[src/rtl/loan_io_pkg.sv]
// loan_io_pkg: shared constants and types for the loan-IO arbiter
package loan_io_pkg;
    localparam int LOAN_W = 67;
    localparam logic [LOAN_W-1:0] LOAN_PINS_HPS = (LOAN_W'(1) << 49) | (LOAN_W'(1) << 50)
                                                | (LOAN_W'(1) << 53) | (LOAN_W'(1) << 54);
    localparam int OWNER_W = 3;
    typedef enum logic [1:0] {ST_IDLE, ST_GRANT, ST_TURN} state_t;
endpackage

[src/rtl/loan_io_arbiter_rr_picker.sv]
// rr_picker: first eligible index strictly after the last winner, wrapping modulo N
module rr_picker #(
    parameter int N  = 4,
    parameter int IW = loan_io_pkg::OWNER_W
) (
    input  logic [N-1:0]  i_elig,
    input  logic [IW-1:0] i_last,
    output logic [N-1:0]  o_onehot,
    output logic [IW-1:0] o_idx,
    output logic          o_valid
);
    int w_best;
    // keep the eligible index with the smallest rotational distance from i_last+1
    always_comb begin
        o_idx   = '0;
        o_valid = 1'b0;
        w_best  = N;
        for (int k = 0; k < N; k++)
            if (i_elig[k] && ((k + 2 * N - 1 - int'(i_last)) % N) < w_best) begin
                w_best  = (k + 2 * N - 1 - int'(i_last)) % N;
                o_idx   = IW'(k);
                o_valid = 1'b1;
            end
        o_onehot = o_valid ? (N'(1) << o_idx) : '0;
    end
endmodule

[src/rtl/loan_io_arbiter.sv]
// loan_io_arbiter: round-robin owner of the HPS loan-IO pins with hold limit and oe-low turnaround; LOAN_IO_IN_SYNC_EN adds a 2-flop input synchronizer
module loan_io_arbiter #(
    parameter int                NUM_REQ    = 4,
    parameter int                LOAN_W     = loan_io_pkg::LOAN_W,
    parameter logic [LOAN_W-1:0] PIN_MASK   = loan_io_pkg::LOAN_PINS_HPS,
    parameter int                TURNAROUND = 2,
    parameter int                MAX_HOLD   = 1024
) (
    input  logic                      system_clk_clk,
    input  logic                      system_reset_reset,
    input  logic [NUM_REQ-1:0]        req_i,
    output logic [NUM_REQ-1:0]        grant_o,
    input  logic [NUM_REQ*LOAN_W-1:0] req_out_i,
    input  logic [NUM_REQ*LOAN_W-1:0] req_oe_i,
    output logic [LOAN_W-1:0]         loan_in_o,
    output logic [LOAN_W-1:0]         h2f_loan_io_out,
    output logic [LOAN_W-1:0]         h2f_loan_io_oe,
    input  logic [LOAN_W-1:0]         h2f_loan_io_in,
    output logic                      busy_o,
    output logic [2:0]                owner_o,
    output logic                      timeout_o
);
    import loan_io_pkg::*;
    localparam int HW = $clog2(MAX_HOLD);
    localparam int TW = $clog2(TURNAROUND + 1);
    state_t               r_state;
    logic [NUM_REQ-1:0]   r_grant;
    logic [NUM_REQ-1:0]   r_block;
    logic [OWNER_W-1:0]   r_owner;
    logic [OWNER_W-1:0]   r_rr_last;
    logic [HW-1:0]        r_hold;
    logic [TW-1:0]        r_turn;
    logic                 r_timeout;
    logic [NUM_REQ-1:0]   w_pick_oh;
    logic [OWNER_W-1:0]   w_pick_idx;
    logic                 w_pick_vld;
    logic                 w_own_req;
    logic                 w_limit;
    logic [LOAN_W-1:0]    w_own_out;
    logic [LOAN_W-1:0]    w_own_oe;

    rr_picker #(.N(NUM_REQ), .IW(OWNER_W)) u_pick (
        .i_elig   (req_i & ~r_block),
        .i_last   (r_rr_last),
        .o_onehot (w_pick_oh),
        .o_idx    (w_pick_idx),
        .o_valid  (w_pick_vld)
    );

    assign w_own_req = |(req_i & r_grant);
    assign w_limit   = r_hold == HW'(MAX_HOLD - 1);

    // pin mux driven by the grant register, so pins go quiet the instant grant clears
    always_comb begin
        w_own_out = '0;
        w_own_oe  = '0;
        for (int k = 0; k < NUM_REQ; k++) begin
            w_own_out = w_own_out | (req_out_i[k*LOAN_W +: LOAN_W] & {LOAN_W{r_grant[k]}});
            w_own_oe  = w_own_oe  | (req_oe_i[k*LOAN_W +: LOAN_W]  & {LOAN_W{r_grant[k]}});
        end
    end

    assign h2f_loan_io_out = w_own_out & PIN_MASK;
    assign h2f_loan_io_oe  = w_own_oe & PIN_MASK;
    assign grant_o         = r_grant;
    assign owner_o         = r_owner;
    assign busy_o          = r_state != ST_IDLE;
    assign timeout_o       = r_timeout;

    // arbitration FSM; the IDLE arbitration cycle is the last cycle of the oe-low gap
    always_ff @(posedge system_clk_clk or posedge system_reset_reset) begin
        if (system_reset_reset) begin
            r_state   <= ST_IDLE;
            r_grant   <= '0;
            r_block   <= '0;
            r_owner   <= '0;
            r_rr_last <= OWNER_W'(NUM_REQ - 1);
            r_hold    <= '0;
            r_turn    <= '0;
            r_timeout <= 1'b0;
        end else begin
            r_timeout <= 1'b0;
            r_block   <= r_block & req_i;
            case (r_state)
                ST_IDLE: if (w_pick_vld) begin
                    r_state   <= ST_GRANT;
                    r_grant   <= w_pick_oh;
                    r_owner   <= w_pick_idx;
                    r_rr_last <= w_pick_idx;
                    r_hold    <= '0;
                end
                ST_GRANT: begin
                    r_hold <= r_hold + 1'b1;
                    if (!w_own_req || w_limit) begin
                        r_grant <= '0;
                        r_turn  <= '0;
                        r_state <= (TURNAROUND > 1) ? ST_TURN : ST_IDLE;
                        if (w_own_req) begin
                            r_timeout <= 1'b1;
                            r_block   <= (r_block | r_grant) & req_i;
                        end
                    end
                end
                ST_TURN: begin
                    if (r_turn == TW'(TURNAROUND - 2))
                        r_state <= ST_IDLE;
                    else
                        r_turn <= r_turn + 1'b1;
                end
                default: r_state <= ST_IDLE;
            endcase
        end
    end

`ifdef LOAN_IO_IN_SYNC_EN
    logic [LOAN_W-1:0] r_in_s1;
    logic [LOAN_W-1:0] r_in_s2;
    // two-flop synchronizer on the loan-IO input bus
    always_ff @(posedge system_clk_clk or posedge system_reset_reset) begin
        if (system_reset_reset) begin
            r_in_s1 <= '0;
            r_in_s2 <= '0;
        end else begin
            r_in_s1 <= h2f_loan_io_in;
            r_in_s2 <= r_in_s1;
        end
    end
    assign loan_in_o = r_in_s2;
`else
    assign loan_in_o = h2f_loan_io_in;
`endif
endmodule

[config.mk]
export PLATFORM = sky130hd
export DESIGN_NAME = loan_io_arbiter
export DESIGN_NICKNAME = d
export VERILOG_FILES = /design/src/rtl/loan_io_pkg.sv /design/src/rtl/loan_io_arbiter_rr_picker.sv /design/src/rtl/loan_io_arbiter.sv
export SDC_FILE = /design/constraint.sdc
export NUM_CORES = 1
export LEC_CHECK = 0
export CAP_MARGIN = 5
export CORE_AREA = 2 2 320 322
export CTS_BUF_LIST = sky130_fd_sc_hd__clkbuf_16
export CTS_CLUSTER_DIAMETER = 200
export DETAILED_ROUTE_END_ITERATION = 10
export DIE_AREA = 0 0 322 324
export PLACE_DENSITY = 0.31
export SLEW_MARGIN = 10
export SYNTH_ARGS = -nofsm -noshare
export SYNTH_HDL_FRONTEND = slang
export SYNTH_SLANG_ARGS = --single-unit
[constraint.sdc]
create_clock -name system_clk_clk -period 8.53 [get_ports system_clk_clk]
set_input_delay 1.2795 -clock system_clk_clk [delete_from_list [all_inputs] [get_ports system_clk_clk]]
set_output_delay 1.2795 -clock system_clk_clk [all_outputs]
set_load 0.03 [all_outputs]
# == Yosys cells after proc, flatten, opt, wreduce, memory -nomap -nowiden ==
# Cells that the tools add are included.
# word_totals
ff_bits,29
elab_cells,99
in_bits,609
output_inout_bits,210
# op_classes
order_cmp,4
n_reduce_logical,21
bitwise,24
n_eq_ne,7
muxes,28
n_shift,1
add_sub_neg,6
# op_table
cell,count
$and 55x55->55,8
$or 55x55->55,6
$lt 3x32->1,3
$mux 32,3
$mux 4,5
$pmux 10 s2,1
$and 4x4->4,4
$sub 4x3->5 const A,3
$mux 2,7
$add 10x1->10 const B,1
$eq 10x10->1 const B,1
$mux 10,1
$reduce_and 3->1,3
$mux 1,8
$pmux 4 s2,1
$reduce_or 2->1,4
$ne 2x2->1 const B,3
$pmux 2 s3,1
$reduce_bool 2->1,3
$and 1x1->1,4
$logic_and 1x1->1,4
$logic_not 2->1,2
$lt 3x4->1 const B,1
$not 4->4,1
other kinds (12),13

# == Logic depth before layout (Yosys ltp) ==
# depth
ltp_word,18
ltp_mapped,17
ltp_nobuf,17

# == By module ==
# From an unflattened synthesis, not the netlist that was laid out.
# hier_totals
hier_cells,398
hier_area_um2,3234.4
# by_module_without_submodules
module,seq_area_each_um2,n_inst,cells_per_inst,area_per_inst_um2
loan_io_arbiter,703.2,1,358,2925.3
rr_picker,0.0,1,40,309.0

# == Worst setup path before layout ==
# Ideal clock, no wire load.
# synth_path
kind,input to register
start,in req_i[0]
end,reg r_grant[0] (netlist: grant_o[0])
cell_stages,16
n_path_buf,0
slack_ns,3.995
t_required_ns,8.408
setup_ns,0.122
arrival_time_ns,4.414
cell_sequence,nand2b_4 > nand2b_1 > ha_1 > a21oi_1 > o21ai_0 > o21ai_0 > ha_1 > nor2_1 > a21oi_2 > a21oi_1 > mux2_2 > ha_1 > or3_1 > o221ai_2 > nand2_2 > a32o_1
# synth_between
elab_chain_cells,15
elab_cells_between_ends,28
classes_between,3 x order compare; 2 x eq/ne; 1 x shift; 12 x mux; 2 x bitwise; 8 x reduce/logical
# synth_lines
item,line_no,text
"start, declared",loan_io_arbiter.sv:11,"input logic [NUM_REQ-1:0] req_i,"
$and 4x4->4,loan_io_arbiter.sv:43,".i_elig (req_i & ~r_block),"
$logic_and 1x1->1,loan_io_arbiter_rr_picker.sv:19,if (i_elig[k] && ((k + 2 * N - 1 - int'(i_last)) % N) < w_best) begin
$mux 32,loan_io_arbiter_rr_picker.sv:19,
$lt 3x32->1,loan_io_arbiter_rr_picker.sv:19,
$logic_and 1x1->1,loan_io_arbiter_rr_picker.sv:19,
$mux 32,loan_io_arbiter_rr_picker.sv:19,
$lt 3x32->1,loan_io_arbiter_rr_picker.sv:19,
$logic_and 1x1->1,loan_io_arbiter_rr_picker.sv:19,
$mux 32,loan_io_arbiter_rr_picker.sv:19,
$lt 3x32->1,loan_io_arbiter_rr_picker.sv:19,
$logic_and 1x1->1,loan_io_arbiter_rr_picker.sv:19,
$mux 2,loan_io_arbiter_rr_picker.sv:19,
$shl 1x2->4,loan_io_arbiter_rr_picker.sv:24,o_onehot = o_valid ? (N'(1) << o_idx) : '0;
$mux 4,loan_io_arbiter.sv:85,ST_IDLE: if (w_pick_vld) begin
$pmux 4 s2,loan_io_arbiter.sv:84,case (r_state)
"end signal, assigned",loan_io_arbiter.sv:87,r_grant <= w_pick_oh;
"end, declared",loan_io_arbiter.sv:27,logic [NUM_REQ-1:0] r_grant;
# Several ways; a longest one is shown, not always the timed one. The select of a mux whose other input is x is not followed.
# A chain may end at the register's enable or synchronous reset.

# == Worst setup path in the final report ==
# Ends and elaborated chain as after synthesis.

==> key figures <==
Critical path
  • CP Data Arrival Time: 5.59 ns
  • Critical Path Sink Type: flip-flop
  • Critical path class: in2reg
  • CP Launch Type: primary input
  • Required @ worst endpoint: 8.68 ns
  • Max Fanout on Critical Path: 7

STA
  • Hold Violations, Final: 0
  • Fmax: 184 MHz
  • Clk_skew: 0.00347 ns
  • Worst slack on hold paths: roughly 0.48 ns
  • Slew margin rel.: between 20% and 30%
  • Final setup vio count: 0
  • Fin. max-slew vios: 0
  • RSZ-0062 raised after global routing: no
  • Worst-margin pin slew: ~1.1 ns
  • Final WS setup: 3.09 ns
  • Crit path time final: 5.44 ns
  • Final setup TNS: 0 ns
  • Final worst-path cycle share: 63.8%

Final layout
  • Nets: 972
  • Cell area after layout: 4310 sq um
  • Layout cells sized above 1: 4.76%
  • Final core utilization: 4.27%
  • Layout area overhead: 40.5%

Place
  • Hpwl dp: 8780 um
  • Placed Area: 4230 sq um
  • RD Place Congestion: between 0.6 and 0.7
  • Post-place setup slack: around 2.8 ns
  • Buffers added on ports: 53

Clock network
  • Clock Sink Count: 27
  • Hold bufs inserted after CTS: 0
  • Insertion delay to the later sink of the worst-skew pair: 0.26 ns
  • TritonCTS Buffers: 3
  • Post_cts resized: 0
  • H-tree depth: 1
  • Clock Pin Slew Worst Setup and Hold Paths: 0.07 ns
  • TritonCTS clock tree: built
  • CTS root buffer: clkbuf_16
  • Post CTS Setup Buffer Count: 0
  • Max clock buf depth: 2

Global route
  • First-pass GRT wire length: 12,800 um
  • Vias in the first global route: 1,660
  • Largest net degree at the start of global routing: 28
  • Total grt overflow: 0
  • GRT Util Overall: 1.83%
  • Initial antenna violation count: 1

Floorplan
  • Row cnt: 117
  • Core ar.: 101,000 sq um
  • Die area: 104,000 sq um
  • Die width: 322 um
  • Die Y: 324 um
  • IO Pins: 819
  • Starting Density: 3.04%

Route
  • Residual DRC count: 0
  • WL final: 10,200 um
  • Antenna-violating nets left: 0
  • Detailed-route via count: 2,016
  • Max Used Layer: met5
  • Iter 0 DRT Violations: just under 90
  • Met2 Wirelength: 4110 um
  • WL met3: approximately 2400 um
  • Drt first pass iters: 4
  • M1 WL: 3330 um
  • Drt via density: 1.21
  • DR WL/cell: a little over 6 um

Logic synthesis
  • Area contributors post-synth: buf_4 47%, dfrtp_1 20%, a22oi_1 4.2%
  • Syn avg cell area: 8.23 sq um
  • Number of enable flip-flop cells after synthesis: 0
  • Count leader, synth: buf_4
  • Ys async rst share: 100%
  • Unique cell type count in the Yosys netlist: 49
  • Primary FF master, synth: dfrtp_1
  • Cells after Synth: about 370
  • Post-synth top cells: 194 x buf_4, 28 x nand2_1, 25 x dfrtp_1
  • Synth area leader: buf_4
  • Ys Warns: 0
  • Mapped Area: 3070 sq um
  • Seq/Total Area, Yosys: 22.1%
  • Yosys reg bits: 27
  • Synth top area share: between 40 and 50%

Flow run
  • Max Cap Violations: 0

Pwr
  • Max rail drop VDD: 0.0852 mV
  • Pwr/cell area: 205 nW/um^2
  • Leak: 0.00135 uW

Outcome
  • Status: finished clean

Hold path
  • Hold crit path type: reg2reg
==> final cells by class <==
cell class	instances	area, sq um
antenna	1	2.50
clock buffer	3	75.1
clock inverter	1	3.75
fill	12000	96700
inverter	8	30.0
multi-input combinational	265	1350
sequential	27	678
tap	1309	1640
timing repair buffer	53	531
==> power breakdown <==
part	leakage (uW)	switching, uW	internal [uW]
clock	0.0000423	44.2	62.8
combinational	0.000952	360	198
sequential	0.000357	55.8	164
total	0.00135	460	424
==> routing by layer <==
metal / vias to the layer above / global-route usage, %
met5: - / 0
met2: 171 / 2.47
li1: 896 / -
met1: 903 / 1.76
met4: 2 / 0.758
met3: 44 / 2.01
==> path summary, 6_finish.rpt <==
path                                         start         end  slack, ns  cells after the start
worst max-delay path                      req_i[0]  grant_o[0]       3.09                     17
worst min-delay path                     r_turn[0]   r_turn[0]       0.48                      1
worst max register to register        r_rr_last[0]  grant_o[0]       4.10                     16
worst min register to register           r_turn[0]   r_turn[0]       0.48                      1
max in group asynchronous       system_reset_reset  r_block[0]       6.59                      2
min in group asynchronous       system_reset_reset   r_hold[3]       1.46                      2
==> registers in the layout, indices dropped and copies added, names as in the netlist <==
register   count
r_hold        10
r_block        4
r_rr_last      2
r_state        2
r_turn         2
owner_o        2
grant_o        4
timeout_o      1
==> per-stage QoR <==
| step | cells | power (uW) |
|---|---|---|
| 2_1_floorplan | 499 | 694 |
| 3_3_place_gp | 1662 | 790 |
| 5_1_grt | 1666 | 969 |
| 3_5_place_dp | 1662 | 790 |
| 6_report | 1667 | 884 |
| 4_1_cts | 1666 | 902 |
==> worst max-delay path, cell delays in order <==
cell	delay, ns
clkdlybuf4s50_1	0.55
nand2b_4	0.11
nand2b_1	0.17
ha_1	0.30
a21oi_1	0.06
o21ai_0	0.46
o21ai_0	0.22
ha_1	0.32
nor2_1	0.15
a21oi_2	0.06
a21oi_1	0.36
mux2_2	0.39
ha_1	0.20
or3_1	0.36
o221ai_2	0.22
nand2_2	0.14
a32o_1	0.23
==> cell families (layout without fill, tap and decap cells) <==
logic type	Yosys count	in the layout	synth area share, %
simple gates	70	70	11.8
fa+ha+maj	5	5	2.04
buf+inv	207	65	49.3
flops	27	27	22.1
compound gates	59	59	13.4
mux	2	2	0.693
other cells	1	128	0.122
xor+xnor	2	2	0.571
==> layout by cell type (no fill, tap or decap), drive strengths merged, types with 5 or more instances in the layout <==
| cell | n |
|---|---|
| conb | 127 |
| nand2 | 29 |
| a22oi | 17 |
| nand3 | 6 |
| nand2b | 7 |
| inv | 8 |
| ha | 5 |
| a21oi | 7 |
| dfrtp | 25 |
| clkdlybuf4s50 | 53 |
| nor2 | 9 |
| o21ai | 18 |
Power figures use the tool's default switching activity.
==> RTL edit (same flow settings) <==
Add a define of `LOAN_IO_IN_SYNC_EN`.
--- a/src/rtl/loan_io_arbiter.sv
+++ b/src/rtl/loan_io_arbiter.sv
@@ -1,4 +1,6 @@
 // loan_io_arbiter: round-robin owner of the HPS loan-IO pins with hold limit and oe-low turnaround; LOAN_IO_IN_SYNC_EN adds a 2-flop input synchronizer
+`define LOAN_IO_IN_SYNC_EN
+
 module loan_io_arbiter #(
     parameter int                NUM_REQ    = 4,
     parameter int                LOAN_W     = loan_io_pkg::LOAN_W,
Function: changed (a bounded check fails within 4 cycles, from zero or initial values and one cycle with system_reset_reset high).
==> RTL edit against the unedited design <==
Final area rose by 120%. Area after synthesis up 95%. Routed wire length up 53%. Die area unchanged. Clock skew grew 6.7 ps. Worst setup slack better by 250 ps. Power rose to 2.6 times the old value. Sequential cell count is 134 higher. Largest power group is now sequential cells.
==> RTL edit: results (changes against the unedited design) <==
* Clk network pwr share at 0.339 (was 0.121)
* Power in sequential cells at 0.895 mW (was 0.219 mW)
* IO buf count at 187 (was 53)
* Status: finished clean (unchanged)
* Ratio of cells with drive above 1 in the final layout at 0.0712 (was 0.0476)
* Leak Pwr at 3.73 nW (was 1.35 nW)
* Sequential area share after synthesis at 0.672 (was 0.221)
* Clock-net power at 0.787 mW (was 0.107 mW)
* Initial DRC count at 165 (was 88)
* Vias at 3582 (was 2016)
* Slew margin rel. at 0.381 (was 0.291)
* Final std cells w/o fill at 1971 (was 1667)
* Clock skew at 10.2 ps (was 3.47 ps)
* Hold path startpoint: r_in_s1[29]$_DFF_PP0_ (was r_turn[0]$_DFFE_PP0P_)
* Slowest cell delay on critical path at 570 ps (was 550 ps)
* Met1 Usage GRT at 0.0326 (was 0.0176)
* Largest net degree at the start of global routing at 91 (was 28)
* Synth Area per Inst at 13.4 sq um (was 8.23 sq um)
* Hold EP: loan_in_o[29]$_DFF_PP0_ (was r_turn[0]$_DFFE_PP0P_)
* H-tree Lvls at 4 (was 1)
* Fillers at 11565 (was 12025)
* Placed Cells at 1937 (was 1662)
* Switching Share at 0.349 (was 0.520)
* Detailed placement HPWL at 11.9 mm (was 8.78 mm)
* Wire per inst at 7.96 um (was 6.15 um)
* Post-placement setup slack at 2900 ps (was 2820 ps)
* CTS buffer count at 17 (was 3)
* Min-Delay Path Depth at 0 (was 1)
* Synth unique cells at 48 (was 49)
* Met2 usage at 0.0467 (was 0.0247)
* Area of placed instances at 0.00902 sq mm (was 0.00423 sq mm)
-- RTL edit: cell types whose count changed in the layout (fill, tap and decap cells not counted), moves of 5 or more --
cell | unedited run | this run
clkbuf_16 | 3 | 17
a21oi_1 | 6 | 13
nor2_1 | 9 | 14
o21ai_0 | 18 | 12
nand2_1 | 28 | 22
clkdlybuf4s50_1 | 53 | 187
dfrtp_1 | 25 | 159
nor2b_1 | 1 | 6
-- RTL edit: layout make-up --
cell class | instances | share of cell area
tap | 1309 | 0.170
multi-input combinational | 268 | 0.148
inverter | 11 | 0.00481
antenna | 2 | 0.000520
clock buffer | 17 | 0.0442
sequential | 161 | 0.419
clock inverter | 15 | 0.0181
timing repair buffer | 188 | 0.195
-- RTL edit: metal layers --
| metal | wire length (um) | share of wire |
|---|---|---|
| met3 | 1830 | 0.12 |
| met4 | 262 | 0.017 |
| met1 | 5860 | 0.37 |
| met2 | 7720 | 0.49 |
| met5 | 13 | 0.00083 |
-- RTL edit: cell families after synthesis --
group,after synthesis,synth area share
mux,3,0.00543
flops,161,0.672
buf+inv,143,0.169
compound gates,61,0.0762
fa+ha+maj,5,0.0104
simple gates,70,0.0628
xor+xnor,2,0.00292
other cells,1,0.000625
-- RTL edit: how the worst max path moves through the flow --
stage / start / to / slack (ps)
after detailed placement: req_i[0] / grant_o[0]$_DFFE_PP0P_ / 2900
final: req_i[0] / grant_o[0]$_DFFE_PP0P_ / 3340
after global placement: req_i[0] / grant_o[0]$_DFFE_PP0P_ / 2900
after floorplan: system_reset_reset / grant_o[0]$_DFFE_PP0P_ / 2910
after global routing: req_i[0] / grant_o[0]$_DFFE_PP0P_ / 3130
after CTS: req_i[0] / grant_o[0]$_DFFE_PP0P_ / 3370
